--- config.mk ---
export PLATFORM = sky130hd
export DESIGN_NAME = register_read_sequencer_flat
export DESIGN_NICKNAME = d
export VERILOG_FILES = /design/src/rtl/register_read_sequencer_if.sv /design/src/rtl/register_read_sequencer.sv /design/src/flat_wrapper.sv
export SDC_FILE = /design/constraint.sdc
export NUM_CORES = 1
export LEC_CHECK = 0
export BUFFER_PORTS_ARGS = -buffer_cell sky130_fd_sc_hd__buf_2
export CAP_MARGIN = 20
export CORE_MARGIN = 5
export CORE_UTILIZATION = 45
export CTS_CLUSTER_DIAMETER = 120
export DETAILED_ROUTE_END_ITERATION = 8
export PLACE_DENSITY = 0.71
export SYNTH_ARGS = -nofsm -noshare
export SYNTH_HDL_FRONTEND = slang
export SYNTH_SLANG_ARGS = --single-unit
--- constraint.sdc ---
create_clock -name clk -period 5.8 [get_ports clk]
set_input_delay 0.29 -clock clk [delete_from_list [all_inputs] [get_ports clk]]
set_output_delay 0.29 -clock clk [all_outputs]
set_load 0.02 [all_outputs]
--- src/rtl/register_read_sequencer_if.sv ---
// Operand-fetch bus between the multi-cycle control FSM and the register read sequencer.
// master: request (start, num_ops, addr_a/b/c, pc_in), bank write port (write, waddr, DATA).
// slave: status and results (busy, valid, op_a/op_b/op_c).
interface register_read_sequencer_if #(
    parameter int W  = 32,
    parameter int AW = 4
);
    logic          start;
    logic [1:0]    num_ops;
    logic [AW-1:0] addr_a;
    logic [AW-1:0] addr_b;
    logic [AW-1:0] addr_c;
    logic [W-1:0]  pc_in;
    logic          write;
    logic [AW-1:0] waddr;
    logic [W-1:0]  DATA;
    logic          busy;
    logic          valid;
    logic [W-1:0]  op_a;
    logic [W-1:0]  op_b;
    logic [W-1:0]  op_c;

    modport master (
        output start, num_ops, addr_a, addr_b, addr_c, pc_in, write, waddr, DATA,
        input  busy, valid, op_a, op_b, op_c
    );

    modport slave (
        input  start, num_ops, addr_a, addr_b, addr_c, pc_in, write, waddr, DATA,
        output busy, valid, op_a, op_b, op_c
    );
endinterface

--- src/rtl/register_read_sequencer.sv ---
// Register bank (R0..R14, R15 = latched PC+8) read one operand per cycle through a single port.
// Latency: start accepted at edge T -> valid pulse in cycle T+num_ops+1.
// No backpressure: start is ignored while busy and never queued.
// Ports: clk, reset (sync, active-low); bus (slave modport) carries request, write port and results.
module register_read_sequencer #(
    parameter int W  = 32,
    parameter int AW = 4
) (
    input logic                   clk,
    input logic                   reset,
    register_read_sequencer_if.slave bus
);
    localparam int            NREG   = 1 << AW;
    localparam logic [AW-1:0] PC_IDX = '1;

    typedef enum logic [2:0] {IDLE, READ_A, READ_B, READ_C, DONE} state_t;

    state_t        state, state_nxt;
    logic [W-1:0]  bank [0:NREG-2];   // no storage for the PC slot
    logic [AW-1:0] addr_a_q, addr_b_q, addr_c_q;
    logic [1:0]    num_ops_q;
    logic [W-1:0]  pc_q;
    logic [W-1:0]  op_a_q, op_b_q, op_c_q;
    logic [AW-1:0] rd_addr;
    logic [W-1:0]  rd_dat;

    // Single read port: the address follows the read state.
    always_comb begin
        rd_addr = addr_a_q;
        case (state)
            READ_B:  rd_addr = addr_b_q;
            READ_C:  rd_addr = addr_c_q;
            default: rd_addr = addr_a_q;
        endcase
    end

    // R15 wins over forwarding: the PC is never written through the bank port.
    always_comb begin
        rd_dat = '0;
        if (rd_addr == PC_IDX)
            rd_dat = pc_q + W'(8);
        else if (bus.write && (bus.waddr == rd_addr))
            rd_dat = bus.DATA;
        else
            rd_dat = bank[rd_addr];
    end

    always_comb begin
        state_nxt = state;
        case (state)
            IDLE:    if (bus.start) state_nxt = (bus.num_ops == 2'd0) ? DONE : READ_A;
            READ_A:  state_nxt = (num_ops_q >= 2'd2) ? READ_B : DONE;
            READ_B:  state_nxt = (num_ops_q == 2'd3) ? READ_C : DONE;
            READ_C:  state_nxt = DONE;
            DONE:    state_nxt = IDLE;
            default: state_nxt = IDLE;
        endcase
    end

    always_ff @(posedge clk) begin
        if (!reset) begin
            state     <= IDLE;
            addr_a_q  <= '0;
            addr_b_q  <= '0;
            addr_c_q  <= '0;
            num_ops_q <= '0;
            pc_q      <= '0;
            op_a_q    <= '0;
            op_b_q    <= '0;
            op_c_q    <= '0;
            for (int i = 0; i < NREG - 1; i++)
                bank[i] <= '0;
        end else begin
            state <= state_nxt;
            if (state == IDLE && bus.start) begin
                addr_a_q  <= bus.addr_a;
                addr_b_q  <= bus.addr_b;
                addr_c_q  <= bus.addr_c;
                num_ops_q <= bus.num_ops;
                pc_q      <= bus.pc_in;
            end
            if (bus.write && (bus.waddr != PC_IDX))
                bank[bus.waddr] <= bus.DATA;
            case (state)
                READ_A:  op_a_q <= rd_dat;
                READ_B:  op_b_q <= rd_dat;
                READ_C:  op_c_q <= rd_dat;
                default: ;
            endcase
        end
    end

    // Pure decodes of the state register: no input-to-output path.
    assign bus.busy  = (state != IDLE);
    assign bus.valid = (state == DONE);
    assign bus.op_a  = op_a_q;
    assign bus.op_b  = op_b_q;
    assign bus.op_c  = op_c_q;
endmodule

--- src/flat_wrapper.sv ---
// flat-port wrapper written by rule: the top's interface ports become plain ports
module register_read_sequencer_flat 
#(
    parameter int W  = 32,
    parameter int AW = 4
)
  (clk, reset, bus_start, bus_num_ops, bus_addr_a, bus_addr_b, bus_addr_c, bus_pc_in, bus_write, bus_waddr, bus_DATA, bus_busy, bus_valid, bus_op_a, bus_op_b, bus_op_c);
  register_read_sequencer_if #(.W(W), .AW(AW)) bus_i ();
  input logic clk;
  input logic reset;
  input wire logic [$bits(bus_i.start)-1:0] bus_start;
  input wire logic [$bits(bus_i.num_ops)-1:0] bus_num_ops;
  input wire logic [$bits(bus_i.addr_a)-1:0] bus_addr_a;
  input wire logic [$bits(bus_i.addr_b)-1:0] bus_addr_b;
  input wire logic [$bits(bus_i.addr_c)-1:0] bus_addr_c;
  input wire logic [$bits(bus_i.pc_in)-1:0] bus_pc_in;
  input wire logic [$bits(bus_i.write)-1:0] bus_write;
  input wire logic [$bits(bus_i.waddr)-1:0] bus_waddr;
  input wire logic [$bits(bus_i.DATA)-1:0] bus_DATA;
  output wire logic [$bits(bus_i.busy)-1:0] bus_busy;
  output wire logic [$bits(bus_i.valid)-1:0] bus_valid;
  output wire logic [$bits(bus_i.op_a)-1:0] bus_op_a;
  output wire logic [$bits(bus_i.op_b)-1:0] bus_op_b;
  output wire logic [$bits(bus_i.op_c)-1:0] bus_op_c;
  assign bus_i.start = bus_start;
  assign bus_i.num_ops = bus_num_ops;
  assign bus_i.addr_a = bus_addr_a;
  assign bus_i.addr_b = bus_addr_b;
  assign bus_i.addr_c = bus_addr_c;
  assign bus_i.pc_in = bus_pc_in;
  assign bus_i.write = bus_write;
  assign bus_i.waddr = bus_waddr;
  assign bus_i.DATA = bus_DATA;
  assign bus_busy = bus_i.busy;
  assign bus_valid = bus_i.valid;
  assign bus_op_a = bus_i.op_a;
  assign bus_op_b = bus_i.op_b;
  assign bus_op_c = bus_i.op_c;
  register_read_sequencer #(.W(W), .AW(AW)) u_core (.clk(clk), .reset(reset), .bus(bus_i));
endmodule
==> qor.yml, run 1 <==
yosys:
  yosysTopAreaCellShare_pct: 51.0
  yosys_warnings: 0
  yosys-top-cells-count: "512 x edfxtp_1, 469 x and2_1, 438 x nand2_1"
  yosysSeqAreaShare_pct: 60.6
  syn_area_um2: 30200
  synth_cells: 2659
  async_flop_share_pct: 0
  synth-edff-count: 512
  synth_cell_types: 55
  yosysMostFrequentCell: "edfxtp_1"
  synth.avg_cell_area_um2: 11.3
  synth-seq-cells: 657
  synth_area_leader_cell: "edfxtp_1"
  ys_top_cells_by_area: "edfxtp_1 51%, and2_1 9.7%, dfxtp_1 9.6%"
  synth_flop_cell: "edfxtp_1"
floorplanning:
  start_util_pct: 45.1
  ioPinCount: 184
  die-area_um2: 72300
  core_area_um2: 66800
  die_height_um: 269
  num_rows: 95
  chipWidth_um: 269
place:
  port_buffers: 183
  pre_cts_slack_ps: 1890
  hpwl_um: 55300
  gp_congestion: 0.895
grt:
  antenna_found_initial: 3
  grt_pass1_wl_um: 139000
  grtUsageTotal_pct: 25.5
  grt_max_degree: 136
  overflow: 0
  grt_pass1_vias: 22500
flow_run:
  maxCapViolCount: 0
sta:
  setup_viol: 0
  fin_hold_ws_ps: 65.2
  worst_pin_slew_ps: 1180
  max_slew_margin_pct: 20.9
  max_freq_mhz: 251
  hold_violations: 0
  slew_viol_final: 0
  fin_skew_ps: 16.1
  period_share_pct: 68.8
  fin_setup_tns_ps: 0
  grt_setup_unrepaired: "false"
  min_period_ps: 3990
  worst_slack_ps: 1810
pwr:
  combPwrFrac_pct: 10.7
  intPower_uw: 8100
  p_sw_uw: 2720
  power_density_nw_per_um2: 312
  p_leak_uw: 0.0131
  total_power_uw: 10800
  sequentialPowerShare_pct: 50.3
  vdd_ir_drop_max_v: 0.000258
  clockPowerShare_pct: 39.0
  swShare_pct: 25.1
setup_path:
  arrival_ps: 4420
  cp_max_fo: 135
  crit_type: "flop to flop"
  worstReg2RegStart: "u_core.state[1]$_SDFFE_PN0P_"
  critPathLaunchType: "flop"
  critPathLaunch: "u_core.state[1]$_SDFFE_PN0P_"
  required_ps: 6240
  end_kind: "flop"
routing:
  viasPerCell: 6.09
  routed-via-count: 22800
  ant_nets: 0
  routedWlPerCell_um: 25.5
  wl_um: 95300
  drtIter0Drc: 3222
  drc: 0
  dr.pass1.iters: 8
layout:
  finalNetCount: 2904
  syn_to_final_growth_pct: 14.8
  drive_above_1_share_pct: 14.3
clock_network:
  worstSkewPairLatency_ps: 610
  clockBufferDepth: 3
  cts_resized: 0
  cts_max_level: 3
  cts_tree: "yes"
  clk_pin_slew_worst_paths_ps: 60
  root_buffer: "clkbuf_16"
  cts-buffers-inserted: 68
  clock_sinks: 657
hold_path:
  hold_path.class: "primary input to flop"
  min-delay-start: "bus_DATA[14]"
run_status:
  status: "finished, final reports clean"
## cell usage in the layout, fill, tap and decap left out, drive strengths merged, types with 22 or more instances in the layout
| master | instances |
|---|---|
| nor3 | 35 |
| nand3 | 90 |
| nand2 | 438 |
| o211ai | 40 |
| o21ai | 49 |
| a21oi | 115 |
| buf | 237 |
| inv | 28 |
| dfxtp | 145 |
| conb | 32 |
| mux2 | 25 |
| mux2i | 139 |
| clkbuf | 90 |
| a22oi | 22 |
| dlygate4sd3 | 47 |
| a32o | 32 |
| and2 | 469 |
| edfxtp | 512 |
| nor2 | 50 |
| a221oi | 58 |
## critical path, stage by stage, from the launching register on
cell	delay, ps
dfxtp_1	440
nor2b_2	180
buf_4	420
mux2i_4	540
buf_12	600
mux2i_1	270
mux2i_1	120
a32o_1	270
nor2_1	500
a221oi_1	220
## worst paths after layout
path         slack (ps)                               end  cells past startpoint
min reg2reg         460  u_core.bus.op_c[12]$_SDFFE_PN0N_                      2
max                1810   u_core.bus.op_b[5]$_SDFFE_PN0N_                      9
min                  70     u_core.bank[15][14]$_DFFE_PP_                      1
max reg2reg        1810   u_core.bus.op_b[5]$_SDFFE_PN0N_                      9
## flip-flops by register name, indices dropped and copies added (netlist names)
name,flops
u_core.bank,512
u_core.bus.op_a,32
u_core.bus.op_b,32
u_core.bus.op_c,32
u_core.pc_q,32
u_core.addr_a_q,4
u_core.addr_b_q,4
u_core.addr_c_q,4
u_core.state,3
u_core.num_ops_q,2
## layout make-up
type,count,area (um2)
Fill cell,5674,32200
Sequential cell,657,18300
Multi-Input combinational cell,1778,11200
Clock buffer,90,1880
Timing Repair Buffer,284,1870
Tap cell,873,1090
Clock inverter,26,203
Inverter,28,106
Antenna cell,2,5.00
## through the flow
step	std cells	instance area [um2]	utilization (%)
6_report	3738	34600	51.8
4_1_cts	3735	34600	51.8
2_1_floorplan	2690	30300	-
3_3_place_gp	3570	32000	47.9
3_5_place_dp	3572	32000	48.0
5_1_grt	3736	34600	51.8
## power groups by stage
stage	clock network, uW	logic (uW)	registers (uW)
floorplan	0	661	5530
global placement	0	1080	5530
detailed placement	0	1100	5540
CTS	4230	1130	5440
global route	4430	1220	5460
finish	4220	1160	5440
## logic make-up after synthesis
| logic type | Yosys count | synth area share, % |
|---|---|---|
| xor+xnor | 28 | 0.813 |
| flops | 657 | 60.6 |
| buf+inv | 255 | 3.54 |
| other cells | 1 | 0.0124 |
| mux | 175 | 6.41 |
| compound gates | 394 | 9.17 |
| fa+ha+maj | 1 | 0.0415 |
| simple gates | 1148 | 19.4 |
## routing by layer
layer  vias up  track usage [%]  wire [um]
met5         -                0         23
met4         4             9.64       3870
met3       245             6.11      10900
met2      1433             40.6      44300
met1     11300             34.1      36300
li1       9804                -          -
## what timing repair did
action	in CTS	in global routing
hold buffers	47	0
endpoints found under the hold margin	47	0
setup buffers	0	0
Note: power is estimated with default switching activity, not from simulation.
==> inputs of run 2 (changes only) <==
==> constraint.sdc (replaced) <==
create_clock -name clk -period 4.1 [get_ports clk]
set_input_delay 0.205 -clock clk [delete_from_list [all_inputs] [get_ports clk]]
set_output_delay 0.205 -clock clk [all_outputs]
set_load 0.02 [all_outputs]
==> qor.yml, run 2 (synthesized netlist as in run 1, its figures left out) <==
pwr:
  intPower_uw: 11500
  power_density_nw_per_um2: 438
  p_leak_uw: 0.0134
  clockPowerShare_pct: 38.9
  p_sw_uw: 3860
  combPwrFrac_pct: 11.1
  sequentialPowerShare_pct: 50.0
  vdd_ir_drop_max_v: 0.000274
  swShare_pct: 25.1
  total_power_uw: 15400
sta:
  fin_skew_ps: 16.7
  slew_viol_final: 0
  min_period_ps: 3620
  worst_pin_slew_ps: 1180
  hold_violations: 0
  grt_setup_unrepaired: "false"
  fin_setup_tns_ps: 0
  max_slew_margin_pct: 21.2
  max_freq_mhz: 276
  period_share_pct: 88.2
  setup_viol: 0
layout:
  regMostFlops: "u_core.bank"
  fill_cells: 5664
  largest_reg_flops: 512
  finalNetCount: 2952
  final_cell_mix: "512 x edfxtp_1, 469 x and2_1, 438 x nand2_1, 183 x buf_2, 145 x dfxtp_1"
  post-route-util_pct: 52.5
  final_common_cell: "edfxtp_1"
  syn_to_final_growth_pct: 16.4
  design_area_um2: 35100
  stdcell_count: 3790
  drive_above_1_share_pct: 15.5
setup_path:
  r2r_slack_ps: 480
  arrival_ps: 4060
  r2r_cells: 10
  worstReg2RegStart: "u_core.state[1]$_SDFFE_PN0P_"
  crit_type: "flop to flop"
  end_kind: "flop"
  required_ps: 4540
  cp_max_fo: 40
  reg2reg_to: "u_core.bus.op_a[17]$_SDFFE_PN0P_"
  critPathLaunchType: "flop"
hold_path:
  min-delay-start: "bus_DATA[11]"
  whs_endpoint: "u_core.bank[15][11]$_DFFE_PP_"
  holdPathStages: 1
  hold_path.class: "primary input to flop"
place:
  hpwl_um: 58600
  place_inst: 3612
  gp_congestion: 0.887
  placed_cell_area_um2: 32400
  port_buffers: 183
routing:
  wl_um: 94400
  ant_nets: 0
  routed-via-count: 22800
  viasPerCell: 6.02
  routedWlPerCell_um: 24.9
  drc: 0
  drtIter0Drc: 2880
  dr.pass1.iters: 6
clock_network:
  worstSkewPairLatency_ps: 600
  post_cts_buffers: 0
  clockBufferDepth: 3
  clk_pin_slew_worst_paths_ps: 70
  hold_buffers: 57
  root_buffer: "clkbuf_16"
  cts-buffers-inserted: 67
  clock_sinks: 657
  cts_tree: "yes"
  cts_resized: 0
  cts_max_level: 3
floorplanning:
  die_height_um: 269
  start_util_pct: 45.1
  die-area_um2: 72300
  chipWidth_um: 269
  num_rows: 95
  core_area_um2: 66800
  ioPinCount: 184
grt:
  antenna_found_initial: 2
  grt_max_degree: 77
  overflow: 0
  grt_pass1_vias: 22200
  grt_pass1_wl_um: 138000
  grtUsageTotal_pct: 25.2
run_status:
  status: "finished, final reports clean"
flow_run:
  maxCapViolCount: 0
run 2: layout make-up:
| type | count | area, um2 | share of cell area, % |
|---|---|---|---|
| repair buffers | 333 | 2350 | 6.69 |
| well taps | 873 | 1090 | 3.11 |
| flip-flops and latches | 657 | 18300 | 52.1 |
| inverters | 28 | 106 | 0.303 |
| diodes | 3 | 7.51 | 0.0214 |
| clock inverters | 29 | 193 | 0.549 |
| clock buffers | 89 | 1920 | 5.46 |
| multi-input cells | 1778 | 11200 | 31.8 |
run 2: stage by stage:
stage | setup slack (ps) | hold WS [ps]
2_1_floorplan | 499 | 304
3_3_place_gp | 686 | 401
3_5_place_dp | 598 | 411
4_1_cts | 573 | 1.15
5_1_grt | 386 | 11.4
6_report | 483 | 18.7
run 2: worst max-delay path, stage by stage (launching register included):
cell and delay (ps):
dfxtp_1 450, nor2b_2 480, mux2i_4 330, buf_12 230, buf_12 300, buf_12 260, mux2i_1 210, mux2i_1 100
a32o_1 230, nor2_1 520, a221oi_1 210
run 2: worst max-delay path by stage:
stage                                             endpoint                         start  slack (ps)  depth (start not counted)
after floorplan           u_core.bank[13][0]$_SDFFCE_PN0P_                         reset         500                          4
after global placement    u_core.bus.op_b[17]$_SDFFE_PN0N_  u_core.state[1]$_SDFFE_PN0P_         690                         10
after detailed placement  u_core.bus.op_a[17]$_SDFFE_PN0P_  u_core.state[1]$_SDFFE_PN0P_         600                         10
after CTS                 u_core.bus.op_a[17]$_SDFFE_PN0P_  u_core.state[1]$_SDFFE_PN0P_         570                         10
after global routing      u_core.bus.op_a[17]$_SDFFE_PN0P_  u_core.state[1]$_SDFFE_PN0P_         390                         10
final                     u_core.bus.op_a[17]$_SDFFE_PN0P_  u_core.state[1]$_SDFFE_PN0P_         480                         10
run 2: metal layers:
layer / GRT usage, % / share of wire, % / vias to the layer above
li1: - / - / 9904
met1: 34.7 / 39 / 11300
met2: 40.5 / 47 / 1414
met3: 5.08 / 10 / 232
met4: 7.91 / 3.5 / 0
met5: 0 / 0 / -
run 2: power by group through the flow:
stage	logic [uW]	registers [uW]	clock network, uW
3_5_place_dp	1630	7830	0
5_1_grt	1810	7720	6300
6_report	1710	7690	5980
2_1_floorplan	935	7820	0
4_1_cts	1680	7690	6010
3_3_place_gp	1600	7810	0
